[src/rtl/seq_divider_pkg.sv]
// Shared definitions for the sequential divider and the hazard unit that tracks it.
package seq_divider_pkg;

  // FSM encoding
  typedef enum logic [1:0] {
    StIdle  = 2'b00,
    StRun   = 2'b01,
    StFixup = 2'b10
  } state_e;

  // Cycles from the acceptance edge to the cycle in which done is high.
  function automatic int unsigned div_lat(input int unsigned width);
    return width + 2;
  endfunction

endpackage

[src/rtl/seq_divider_div_step.sv]
// div_step: one combinational restoring-division iteration.
// Shifts the dividend MSB into the partial remainder and tries to subtract the divisor.
// The subtract is an add of the inverted divisor with carry-in 1; carry-out 1 means no borrow.
module div_step
  import seq_divider_pkg::*;
#(
  parameter int unsigned WIDTH = 32
) (
  input  logic [WIDTH-1:0] i_rem,
  input  logic             i_dvd_msb,
  input  logic [WIDTH-1:0] i_divisor,
  output logic [WIDTH-1:0] o_rem,
  output logic             o_qbit
);

  logic [WIDTH:0]   w_shift;
  logic [WIDTH+1:0] w_sum;
  logic             w_unused_bit;

  // Trial subtraction; the partial remainder is always below the divisor, so a
  // successful trial fits back into WIDTH bits and bit WIDTH of the sum is spare.
  always_comb begin
    w_shift      = {i_rem, i_dvd_msb};
    w_sum        = {1'b0, w_shift} + {1'b0, ~{1'b0, i_divisor}} + (WIDTH + 2)'(1);
    o_qbit       = w_sum[WIDTH+1];
    o_rem        = o_qbit ? w_sum[WIDTH-1:0] : w_shift[WIDTH-1:0];
    w_unused_bit = w_sum[WIDTH];
  end

endmodule

[src/rtl/seq_divider.sv]
// seq_divider: iterative radix-2 restoring divider for DIV/DIVU (quotient -> LO, remainder -> HI).
// One subtract-and-shift per cycle, fixed latency of WIDTH+2 cycles from acceptance to done.
// Optional feature: define SEQDIV_ABORT_EN to add the 'abort' input used by pipeline flushes.
module seq_divider
  import seq_divider_pkg::*;
#(
  parameter int unsigned WIDTH = 32
) (
  input  logic             clk,
  input  logic             reset,
  input  logic             start,
  input  logic             signed_op,
  input  logic [WIDTH-1:0] a,
  input  logic [WIDTH-1:0] b,
`ifdef SEQDIV_ABORT_EN
  input  logic             abort,
`endif
  output logic             busy,
  output logic             done,
  output logic [WIDTH-1:0] quotient,
  output logic [WIDTH-1:0] remainder,
  output logic             div_zero
);

  localparam int unsigned CntW = $clog2(WIDTH);

  state_e             r_state;
  state_e             w_state_d;
  logic [CntW-1:0]    r_cnt;
  logic [WIDTH-1:0]   r_rem;
  logic [WIDTH-1:0]   r_dvd;
  logic [WIDTH-1:0]   r_divisor;
  logic [WIDTH-1:0]   r_a_raw;
  logic               r_q_neg;
  logic               r_r_neg;
  logic               r_dz_pend;
  logic               r_done;
  logic [WIDTH-1:0]   r_quot;
  logic [WIDTH-1:0]   r_remd;
  logic               r_dz;

  logic               w_abort;
  logic               w_accept;
  logic [WIDTH-1:0]   w_a_mag;
  logic [WIDTH-1:0]   w_b_mag;
  logic [WIDTH-1:0]   w_rem_next;
  logic               w_qbit;

`ifdef SEQDIV_ABORT_EN
  assign w_abort = abort;
`else
  assign w_abort = 1'b0;
`endif

  div_step #(
    .WIDTH(WIDTH)
  ) u_div_step (
    .i_rem    (r_rem),
    .i_dvd_msb(r_dvd[WIDTH-1]),
    .i_divisor(r_divisor),
    .o_rem    (w_rem_next),
    .o_qbit   (w_qbit)
  );

  // Operand magnitudes and acceptance qualifier
  always_comb begin
    w_a_mag  = (signed_op && a[WIDTH-1]) ? (~a + WIDTH'(1)) : a;
    w_b_mag  = (signed_op && b[WIDTH-1]) ? (~b + WIDTH'(1)) : b;
    w_accept = (r_state == StIdle) && start && !w_abort;
  end

  // State register
  always_ff @(posedge clk or negedge reset) begin
    if (!reset) begin
      r_state <= StIdle;
    end else begin
      r_state <= w_state_d;
    end
  end

  // Next-state logic; abort overrides every transition including acceptance
  always_comb begin
    w_state_d = r_state;
    unique case (r_state)
      StIdle:  if (start) w_state_d = StRun;
      StRun:   if (r_cnt == '0) w_state_d = StFixup;
      StFixup: w_state_d = StIdle;
      default: w_state_d = StIdle;
    endcase
    if (w_abort) w_state_d = StIdle;
  end

  // FSM outputs
  always_comb begin
    busy      = (r_state != StIdle);
    done      = r_done;
    quotient  = r_quot;
    remainder = r_remd;
    div_zero  = r_dz;
  end

  // Iteration datapath: operand capture on acceptance, one shift/subtract per RUN cycle
  always_ff @(posedge clk or negedge reset) begin
    if (!reset) begin
      r_cnt     <= '0;
      r_rem     <= '0;
      r_dvd     <= '0;
      r_divisor <= '0;
      r_a_raw   <= '0;
      r_q_neg   <= 1'b0;
      r_r_neg   <= 1'b0;
      r_dz_pend <= 1'b0;
    end else if (w_accept) begin
      r_cnt     <= CntW'(WIDTH - 1);
      r_rem     <= '0;
      r_dvd     <= w_a_mag;
      r_divisor <= w_b_mag;
      r_a_raw   <= a;
      r_q_neg   <= signed_op && (a[WIDTH-1] ^ b[WIDTH-1]);
      r_r_neg   <= signed_op && a[WIDTH-1];
      r_dz_pend <= (b == '0);
    end else if (r_state == StRun) begin
      r_cnt <= r_cnt - CntW'(1);
      r_rem <= w_rem_next;
      r_dvd <= {r_dvd[WIDTH-2:0], w_qbit};
    end
  end

  // Result registers: sign fixup and load in FIXUP; held otherwise
  always_ff @(posedge clk or negedge reset) begin
    if (!reset) begin
      r_done <= 1'b0;
      r_quot <= '0;
      r_remd <= '0;
      r_dz   <= 1'b0;
    end else begin
      r_done <= (r_state == StFixup) && !w_abort;
      if ((r_state == StFixup) && !w_abort) begin
        if (r_dz_pend) begin
          // Divide by zero reports all-ones and the untouched dividend
          r_quot <= '1;
          r_remd <= r_a_raw;
        end else begin
          r_quot <= r_q_neg ? (~r_dvd + WIDTH'(1)) : r_dvd;
          r_remd <= r_r_neg ? (~r_rem + WIDTH'(1)) : r_rem;
        end
        r_dz <= r_dz_pend;
      end
    end
  end

endmodule

[config.mk]
export PLATFORM = sky130hd
export DESIGN_NAME = seq_divider
export DESIGN_NICKNAME = d
export VERILOG_FILES = /design/src/rtl/seq_divider_pkg.sv /design/src/rtl/seq_divider_div_step.sv /design/src/rtl/seq_divider.sv
export SDC_FILE = /design/constraint.sdc
export NUM_CORES = 1
export LEC_CHECK = 0
export CORE_ASPECT_RATIO = 1.25
export CORE_UTILIZATION = 42
export DETAILED_ROUTE_END_ITERATION = 8
export SETUP_SLACK_MARGIN = 0.2
export SLEW_MARGIN = 20
export SYNTH_ARGS = -nofsm -noshare
export SYNTH_HDL_FRONTEND = slang
export SYNTH_SLANG_ARGS = --single-unit
[constraint.sdc]
create_clock -name clk -period 6.51 [get_ports clk]
set_input_delay 1.302 -clock clk [delete_from_list [all_inputs] [get_ports clk]]
set_output_delay 1.302 -clock clk [all_outputs]
set_load 0.01 [all_outputs]
; ---- Yosys cells after proc, flatten, opt, wreduce, memory -nomap -nowiden
; Index checks and enable logic that the tools add are counted.
[totals]
reg_bits = 204
latch_bits = 0
ram_bits = 0
mem_bits_ro = 0
in_bits = 68
out_inout_bits = 67
mem_count = 0
[classes]
addsub = 7
n_mul = 0
div_mod_pow = 0
order_cmp = 0
n_eq_ne = 4
shift = 0
mux = 16
bitwise_logic = 6
n_reduce_logical = 10
[ops]
columns = cell, n
row1 = $mux W32, 11
row2 = $add A32 B1 Y32 const B, 4
row3 = $not A32 Y32, 4
row4 = $add A33 B33 Y34, 1
row5 = $add A34 B1 Y34 const B, 1
row6 = $not A32 Y33, 1
row7 = $logic_not A32 Y1, 1
row8 = $mux W5, 2
row9 = $logic_not A5 Y1, 1
row10 = $sub A5 B1 Y5 const B, 1
row11 = $logic_and A1 B1 Y1, 4
row12 = $mux W2, 2
row13 = $ne A2 B2 Y1 const B, 2
row14 = $pmux W2 S2, 1
row15 = $reduce_bool A2 Y1, 2
row16 = $eq A2 B1 Y1 const B, 1
row17 = $eq A2 B2 Y1 const B, 1
row18 = $logic_not A2 Y1, 1
row19 = $reduce_and A2 Y1, 1
row20 = $xor A1 B1 Y1, 1

; ---- Longest topological paths before layout
; Gate-level depths: netlist of run 1.
[depth]
depth_word = 6
ltp_mapped = 13
mapped_depth_nobuf = 12

; ---- Modules after synthesis
; Synthesis of run 1 repeated with hierarchy kept, for this count alone.
[hier_totals]
hier_cells = 1654
hier_area_um2 = 13269.0
[by_module_without_submodules]
columns = module, n_inst, cells_each, area_each_um2, seq_area_each_um2
row1 = seq_divider, 1, 1282, 10895.4, 5104.9
row2 = div_step, 1, 372, 2373.5, 0.0

; ---- Worst setup path before layout of run 1
; OpenSTA, ideal clock, no wires.
[synth_timing]
path_type = input to register
start = in a[12]
end = reg r_dvd[29]
setup_time_ns = 0.137
t_arrival_ns = 3.151
required_time_ns = 6.373
path_slack_ns = 3.223
cell_stages = 8
n_path_buf = 0
cell_sequence = or4_1 nor4_2 and3_1 and3_1 nand2_1 o41ai_2 xor2_1 a21oi_1
[synth_between]
elab_chain_len = 4
[synth_lines]
columns = item, line_no
row1 = start: declaration, seq_divider.sv:13  ; input logic [WIDTH-1:0] a,
row2 = $not A32 Y32, seq_divider.sv:67  ; w_a_mag = (signed_op && a[WIDTH-1]) ? (~a + WIDTH'(1)) : a;
row3 = $add A32 B1 Y32, seq_divider.sv:67
row4 = $mux W32, seq_divider.sv:67
row5 = $mux W32, seq_divider.sv:113  ; end else if (w_accept) begin
row6 = end signal: assignment, seq_divider.sv:116  ; r_dvd <= w_a_mag;
row7 = end signal: assignment, seq_divider.sv:125  ; r_dvd <= {r_dvd[WIDTH-2:0], w_qbit};
row8 = end: declaration, seq_divider.sv:31  ; logic [WIDTH-1:0] r_dvd;
; No other way between the ends.
; A chain may end at the register's enable or synchronous reset.

; ---- Worst setup path in the final report of run 1
[layout_timing]
start = in b[6]
end = reg r_divisor[24]
[layout_between]
elab_chain_len = 3
[layout_lines]
columns = item, line_no
row1 = start: declaration, seq_divider.sv:14  ; input logic [WIDTH-1:0] b,
row2 = $not A32 Y32, seq_divider.sv:68  ; w_b_mag = (signed_op && b[WIDTH-1]) ? (~b + WIDTH'(1)) : b;
row3 = $add A32 B1 Y32, seq_divider.sv:68
row4 = $mux W32, seq_divider.sv:68
row5 = end signal: assignment, seq_divider.sv:117  ; r_divisor <= w_b_mag;
row6 = end: declaration, seq_divider.sv:32  ; logic [WIDTH-1:0] r_divisor;
; No other way between the ends.

==> qor.yml, run 1 <==
power:
  power_density_nw_per_um2: 475
  internal_power_mw: 4.03
  swShare_pct: 43.8
  comb_power_share_pct: 50.7
  peakVddDrop_mv: 0.219
  p_seq_share_pct: 31.2
  leakage_nw: 6.39
  p_sw_mw: 3.14
  power.share.clock_pct: 18.1
clocking:
  postCtsSetupBuffers: 0
  cts_root_buf: "clkbuf_16"
  cts_tree: "yes"
  numCtsBuffers: 23
  cts-hold-fix-buffers: 0
  cts_sinks: 204
  cts_buffer_depth: 3
  clock_latency_ns: 0.51
  clk_pin_slew_ns: 0.06
  h-tree-depth: 1
  cts_resized: 0
route:
  drcViolationCount: 0
  viasPerCell: 5.42
  drt-total-wl_um: 32900
  post_drt_wl_per_cell_um: 15.9
  dr.first_iter.drc_count: 584
  vias: 11200
  firstDrtPassIters: 5
  ant_nets: 0
sta:
  fin_setup_tns_ns: 0
  layout_setup_ws_ns: 2.87
  setup_violations: 0
  max_freq_ghz: 0.275
  drv_slew: 0
  post-route-min-period_ns: 3.64
  slew_headroom_pct: 36.9
  worst_pin_slew_ns: 0.946
  min_period_over_period_pct: 55.9
  rsz0062_at_grt: "no"
  holdWs_ns: 0.475
  final_hold_viol_count: 0
  clock-skew-final_ns: 0.00913
critical_path:
  crit_buf_inv: 1
  startpoint_type: "input port"
  cp_slowest_cell: "or4_1"
  crit_arrival_ns: 4.00
  worst_setup_path_end_kind: "register"
  path_class: "input port to register"
  worstPathRequired_ns: 6.87
  cpPeakStageDelay_ns: 0.56
  worst_path_dominant_cell_family: "simple AND/OR/NAND/NOR gates"
  path_cells: "clkdlybuf4s50_1 -> or4_1 -> nor4_1 -> nor3b_2 -> nand2_1 -> nor4_2 -> a21oi_1 -> xnor2_1 -> o21ai_0"
  crit_path_max_fanout: 5
hold_path:
  hold_class: "register to register"
floorplanning:
  die_h_um: 197
  ios: 135
  start_util_pct: 43.1
  num_rows: 70
  core_um2: 29500
  fp.dieW_um: 158
  die_area_um2: 31000
run:
  cap_violations: 0
logic_synthesis:
  ys_ff_latch: 204
  ys_seq_area_share_pct: 40.1
  yosys_warnings: 0
  postSynthAreaPerCell_um2: 8.09
  synth_edf_count: 0
  synth_fp_nets: 1679
  async_flop_share_pct: 100
  ys.flop_type: "dfrtp_1"
  synthCells: 1572
  synthesis.area_um2: 12700
  synthDistinctLibCells: 65
outcome:
  status: "complete, no violations"
cells_and_area:
  final_cell_mix: "nand2_1 (297), dfrtp_1 (203), clkdlybuf4s50_1 (133), nor2_1 (131), o21ai_0 (117)"
  nets: 1761
  final_common_cell: "nand2_1"
  area_growth_pct: 18.7
  drive_gt1_share_pct: 4.32
  diodes: 0
  seq_area_um2: 5110
  fill_cells: 2928
  multi_input_area_um2: 7090
placed_design:
  hpwl_um: 24100
  io_buffers: 134
  gp_congestion: 0.878
  dp_slack_ns: 2.30
global_routing:
  grt_pass1_vias: 10800
  antenna_found_initial: 0
  overflow: 0
  gr-usage-all-layers_pct: 22.0
  grt_max_degree: 104
  grt_pass1_wl_um: 54800
## flip-flops by register name, summed over array words and instances, names as in the netlist, 2 cells and up
signal     cells
r_cnt          5
r_a_raw       32
remainder     32
quotient      32
r_rem         32
r_state        2
r_divisor     32
r_dvd         32
## Yosys cell counts (all sizes together), types with 3 or more instances
master	instances	area share (%)
a2111oi	3	0.21
a211oi	6	0.35
a21o	6	0.35
a21oi	113	4.5
a31oi	34	1.7
a32oi	5	0.34
and2	8	0.39
and3	14	0.69
buf	24	0.82
clkbuf	65	1.9
dfrtp	204	40
ha	38	3.7
inv	57	1.7
mux2i	10	0.79
nand2	298	8.8
nand2b	13	0.66
nand3	100	3.9
nand4	9	0.44
nor2	132	3.9
nor2b	9	0.44
nor3	23	0.94
nor4	13	0.86
nor4b	4	0.28
o211ai	7	0.41
o21ai	134	5.3
o22a	3	0.21
o311ai	6	0.41
o31ai	27	1.6
o41ai	14	1.1
or2	3	0.15
or3	9	0.44
or4	13	0.83
xnor2	71	4.9
xor2	72	5.0
## tightest hold or removal path, delay by kind of cell, from the launching register on
| kind | cells | cell delay (ns) |
|---|---|---|
| flops | 1 | 0.34 |
| simple gates | 2 | 0.11 |
## kinds of logic (layout without fill, tap and decap cells)
group | count (synthesis) | count (layout) | share of synthesized area [%]
flops | 204 | 204 | 40.1
simple gates | 653 | 653 | 23.1
xor+xnor | 143 | 143 | 9.85
compound gates | 377 | 377 | 17.8
mux | 10 | 10 | 0.787
fa+ha+maj | 39 | 39 | 3.90
buf+inv | 146 | 240 | 4.42
## routing by layer
metal | wire (um) | GRT usage (%)
met1 | 14700 | 28.5
met2 | 15800 | 37.4
met3 | 1250 | 2.40
met4 | 1120 | 8.13
met5 | 0 | 0
## layout make-up
cell class | instances | share of cell area, %
well taps | 396 | 3.28
flip-flops and latches | 204 | 33.8
repair buffers | 146 | 9.51
clock inverters | 6 | 0.547
inverters | 57 | 1.42
multi-input cells | 1222 | 47.0
clock buffers | 31 | 4.41
## through the flow
stage	instances	area, um^2	utilization, %	power (mW)
global route	2062	15100	51.1	7.84
finish	2062	15100	51.1	7.17
global placement	2025	14300	48.6	5.83
detailed placement	2025	14300	48.6	5.89
CTS	2062	15100	51.1	7.22
floorplan	1572	12700	-	4.98
## power by group through the flow
| stage | Sequential (mW) | Combinational, mW | Clock (mW) |
|---|---|---|---|
| after detailed placement | 2.25 | 3.63 | 0 |
| after floorplan | 2.04 | 2.93 | 0 |
| after global routing | 2.31 | 4.15 | 1.38 |
| after global placement | 2.24 | 3.59 | 0 |
| final | 2.24 | 3.63 | 1.30 |
| after CTS | 2.23 | 3.65 | 1.33 |
## worst paths after layout
path | start | depth (start not counted) | endpoint | slack [ns]
setup / recovery | b[6] | 9 | r_divisor[24]$_DFFE_PN0P_ | 2.87
hold reg to reg | r_a_raw[4]$_DFFE_PN0P_ | 2 | r_a_raw[4]$_DFFE_PN0P_ | 0.48
max in group asynchronous | reset | 2 | r_cnt[4]$_DFFE_PN0P_ | 4.39
hold / removal | r_a_raw[4]$_DFFE_PN0P_ | 2 | r_a_raw[4]$_DFFE_PN0P_ | 0.48
min in group asynchronous | reset | 1 | quotient[10]$_DFFE_PN0P_ | 0.88
setup reg to reg | r_rem[15]$_DFFE_PN0P_ | 10 | r_rem[11]$_DFFE_PN0P_ | 2.95
(Power assumes the default switching activity.)
==> run 2, diff against run 1 <==
==> constraint.sdc (replaced) <==
create_clock -name clk -period 3.5 [get_ports clk]
set_input_delay 0.7 -clock clk [delete_from_list [all_inputs] [get_ports clk]]
set_output_delay 0.7 -clock clk [all_outputs]
set_load 0.01 [all_outputs]
==> qor.yml, run 2 (synthesis gave the netlist of run 1 again) <==
run:
  cap_violations: 0  # unchanged
route:
  drcViolationCount: 0  # unchanged
  drt-total-wl_um: 33600  # +2.3%
  post_drt_wl_per_cell_um: 15.9  # about the same
  vias: 11200  # +0.33%
  viasPerCell: 5.31  # -1.9%
  firstDrtPassIters: 5  # unchanged
  ant_nets: 0  # unchanged
  dr.first_iter.drc_count: 534  # -8.6%
sta:
  slew_headroom_pct: 39.1  # +2.2 points
  max_freq_ghz: 0.321
  rsz0062_at_grt: "no"
  fin_setup_tns_ns: 0  # unchanged
  layout_setup_ws_ns: 0.388  # -2.48 ns
  drv_slew: 0  # unchanged
  worst_pin_slew_ns: 0.913  # -0.0330 ns
  holdWs_ns: 0.208  # -0.267 ns
  setup_violations: 0  # unchanged
  min_period_over_period_pct: 88.9
  clock-skew-final_ns: 0.0102  # +0.00111 ns
  final_hold_viol_count: 0  # unchanged
  post-route-min-period_ns: 3.11
placed_design:
  io_buffers: 134  # unchanged
  dp_slack_ns: 0.0870  # -2.21 ns
  hpwl_um: 25400  # +5.4%
  gp_congestion: 0.905  # +3.1%
cells_and_area:
  drive_gt1_share_pct: 6.95  # +2.6 points
  multi_input_area_um2: 7100  # about the same
  area_growth_pct: 22.1
  seq_area_um2: 5110  # unchanged
  final_cell_mix: "nand2_1 (297), dfrtp_1 (203), clkdlybuf4s50_1 (133), nor2_1 (131), o21ai_0 (116)"
  diodes: 0  # unchanged
  nets: 1803  # +2.4%
  final_util_pct: 52.6  # +1.5 points
  final_common_cell: "nand2_1"
  fill_cells: 2856  # -2.5%
clocking:
  postCtsSetupBuffers: 0  # unchanged
  cts_sinks: 204  # unchanged
  cts_buffer_depth: 3  # unchanged
  clk_pin_slew_ns: 0.06  # about the same
  cts_tree: "yes"
  clock_latency_ns: 0.52  # about the same
  cts_root_buf: "clkbuf_16"
  numCtsBuffers: 23  # unchanged
  h-tree-depth: 1  # unchanged
power:
  leakage_nw: 6.64  # +3.9%
  peakVddDrop_mv: 0.363  # +66%
  power_density_nw_per_um2: 892  # +88%
critical_path:
  r2r_start: "r_rem[3]$_DFFE_PN0P_"
  cpPeakStageDelay_ns: 0.45  # -0.11 ns
  crit_arrival_ns: 3.52  # -0.48 ns
  startpoint_type: "register"
  crit_path_max_fanout: 12  # +7
  reg2reg_depth: 10  # unchanged
  worstPathRequired_ns: 3.91  # -2.96 ns
  startpoint: "r_rem[3]$_DFFE_PN0P_"
  path_class: "register to register"
  path_cells: "ha_1 -> nand2_1 -> a211oi_2 -> o21ai_1 -> a21oi_2 -> o21ai_2 -> o311a_4 -> buf_4 -> or3_1 -> o311ai_1"
  worst_setup_path_end_kind: "register"
  cp_slowest_cell: "dfrtp_1"
global_routing:
  grt_pass1_vias: 11000  # +1.9%
  grt_pass1_wl_um: 55900  # +2.1%
  overflow: 0  # unchanged
  grt_max_degree: 72  # -31%
  antenna_found_initial: 0  # unchanged
  gr-usage-all-layers_pct: 22.4  # +0.45 points
floorplanning:
  die_h_um: 197  # unchanged
  core_um2: 29500  # unchanged
  die_area_um2: 31000  # unchanged
  ios: 135  # unchanged
  start_util_pct: 43.1  # unchanged
  fp.dieW_um: 158  # unchanged
  num_rows: 70  # unchanged
hold_path:
  hold_class: "input port to asynchronous set/reset pin"
outcome:
  status: "complete, no violations"
==> run 2: worst paths after layout <==
| path | endpoint | slack [ns] |
|---|---|---|
| max in group asynchronous | r_rem[3]$_DFFE_PN0P_ | 2.58 |
| worst min-delay path | r_dvd[7]$_DFFE_PN0P_ | 0.21 |
| worst max register to register | r_rem[0]$_DFFE_PN0P_ | 0.39 |
| min in group clk | quotient[0]$_DFFE_PN0P_ | 0.47 |
| worst max-delay path | r_rem[0]$_DFFE_PN0P_ | 0.39 |
| worst min register to register | quotient[0]$_DFFE_PN0P_ | 0.47 |
==> run 2: area by class of cell <==
class	count	share of cell area, %
multi-input combinational	1222	45.7
sequential	204	32.9
timing repair buffer	188	11.8
clock buffer	32	4.18
tap	396	3.19
inverter	57	1.38
clock inverter	10	0.862
==> run 2: through the flow <==
step	instances	instance area (um^2)	power (mW)
after global placement	2067	14700	11.2
after global routing	2109	15500	15.1
final	2109	15500	13.8
after CTS	2109	15500	13.9
after floorplan	1572	12700	9.25
after detailed placement	2067	14700	11.3
==> run 2: routing by layer <==
metal	global-route usage, %	routed length, um	vias to the layer above
met5	0	0	-
met4	6.54	893	0
met3	2.95	1360	54
met2	39.3	16500	238
met1	28.5	14800	5205
li1	-	-	5711
==> run 2: critical path, delay by kind of cell, from the launching register on <==
| family | cells | cell delay [ns] |
|---|---|---|
| AOI/OAI and AO/OA | 6 | 1.47 |
| buffers and inverters | 1 | 0.20 |
| and+or+nand+nor | 2 | 0.44 |
| DFF | 1 | 0.45 |
| adders and majority gates | 1 | 0.44 |
==> run 2: timing repair <==
action	4_1_cts	5_1_grt
setup endpoints to repair	0	9
hold buffers	0	0
gates resized for setup	0	4
==> run 2: report_power, final <==
| group | leakage [nW] | internal (mW) | switching (mW) |
|---|---|---|---|
| registers | 2.29 | 3.16 | 0.929 |
| logic | 3.97 | 3.16 | 4.07 |
| clock network | 0.381 | 1.52 | 0.998 |
| total | 6.64 | 7.85 | 6.00 |
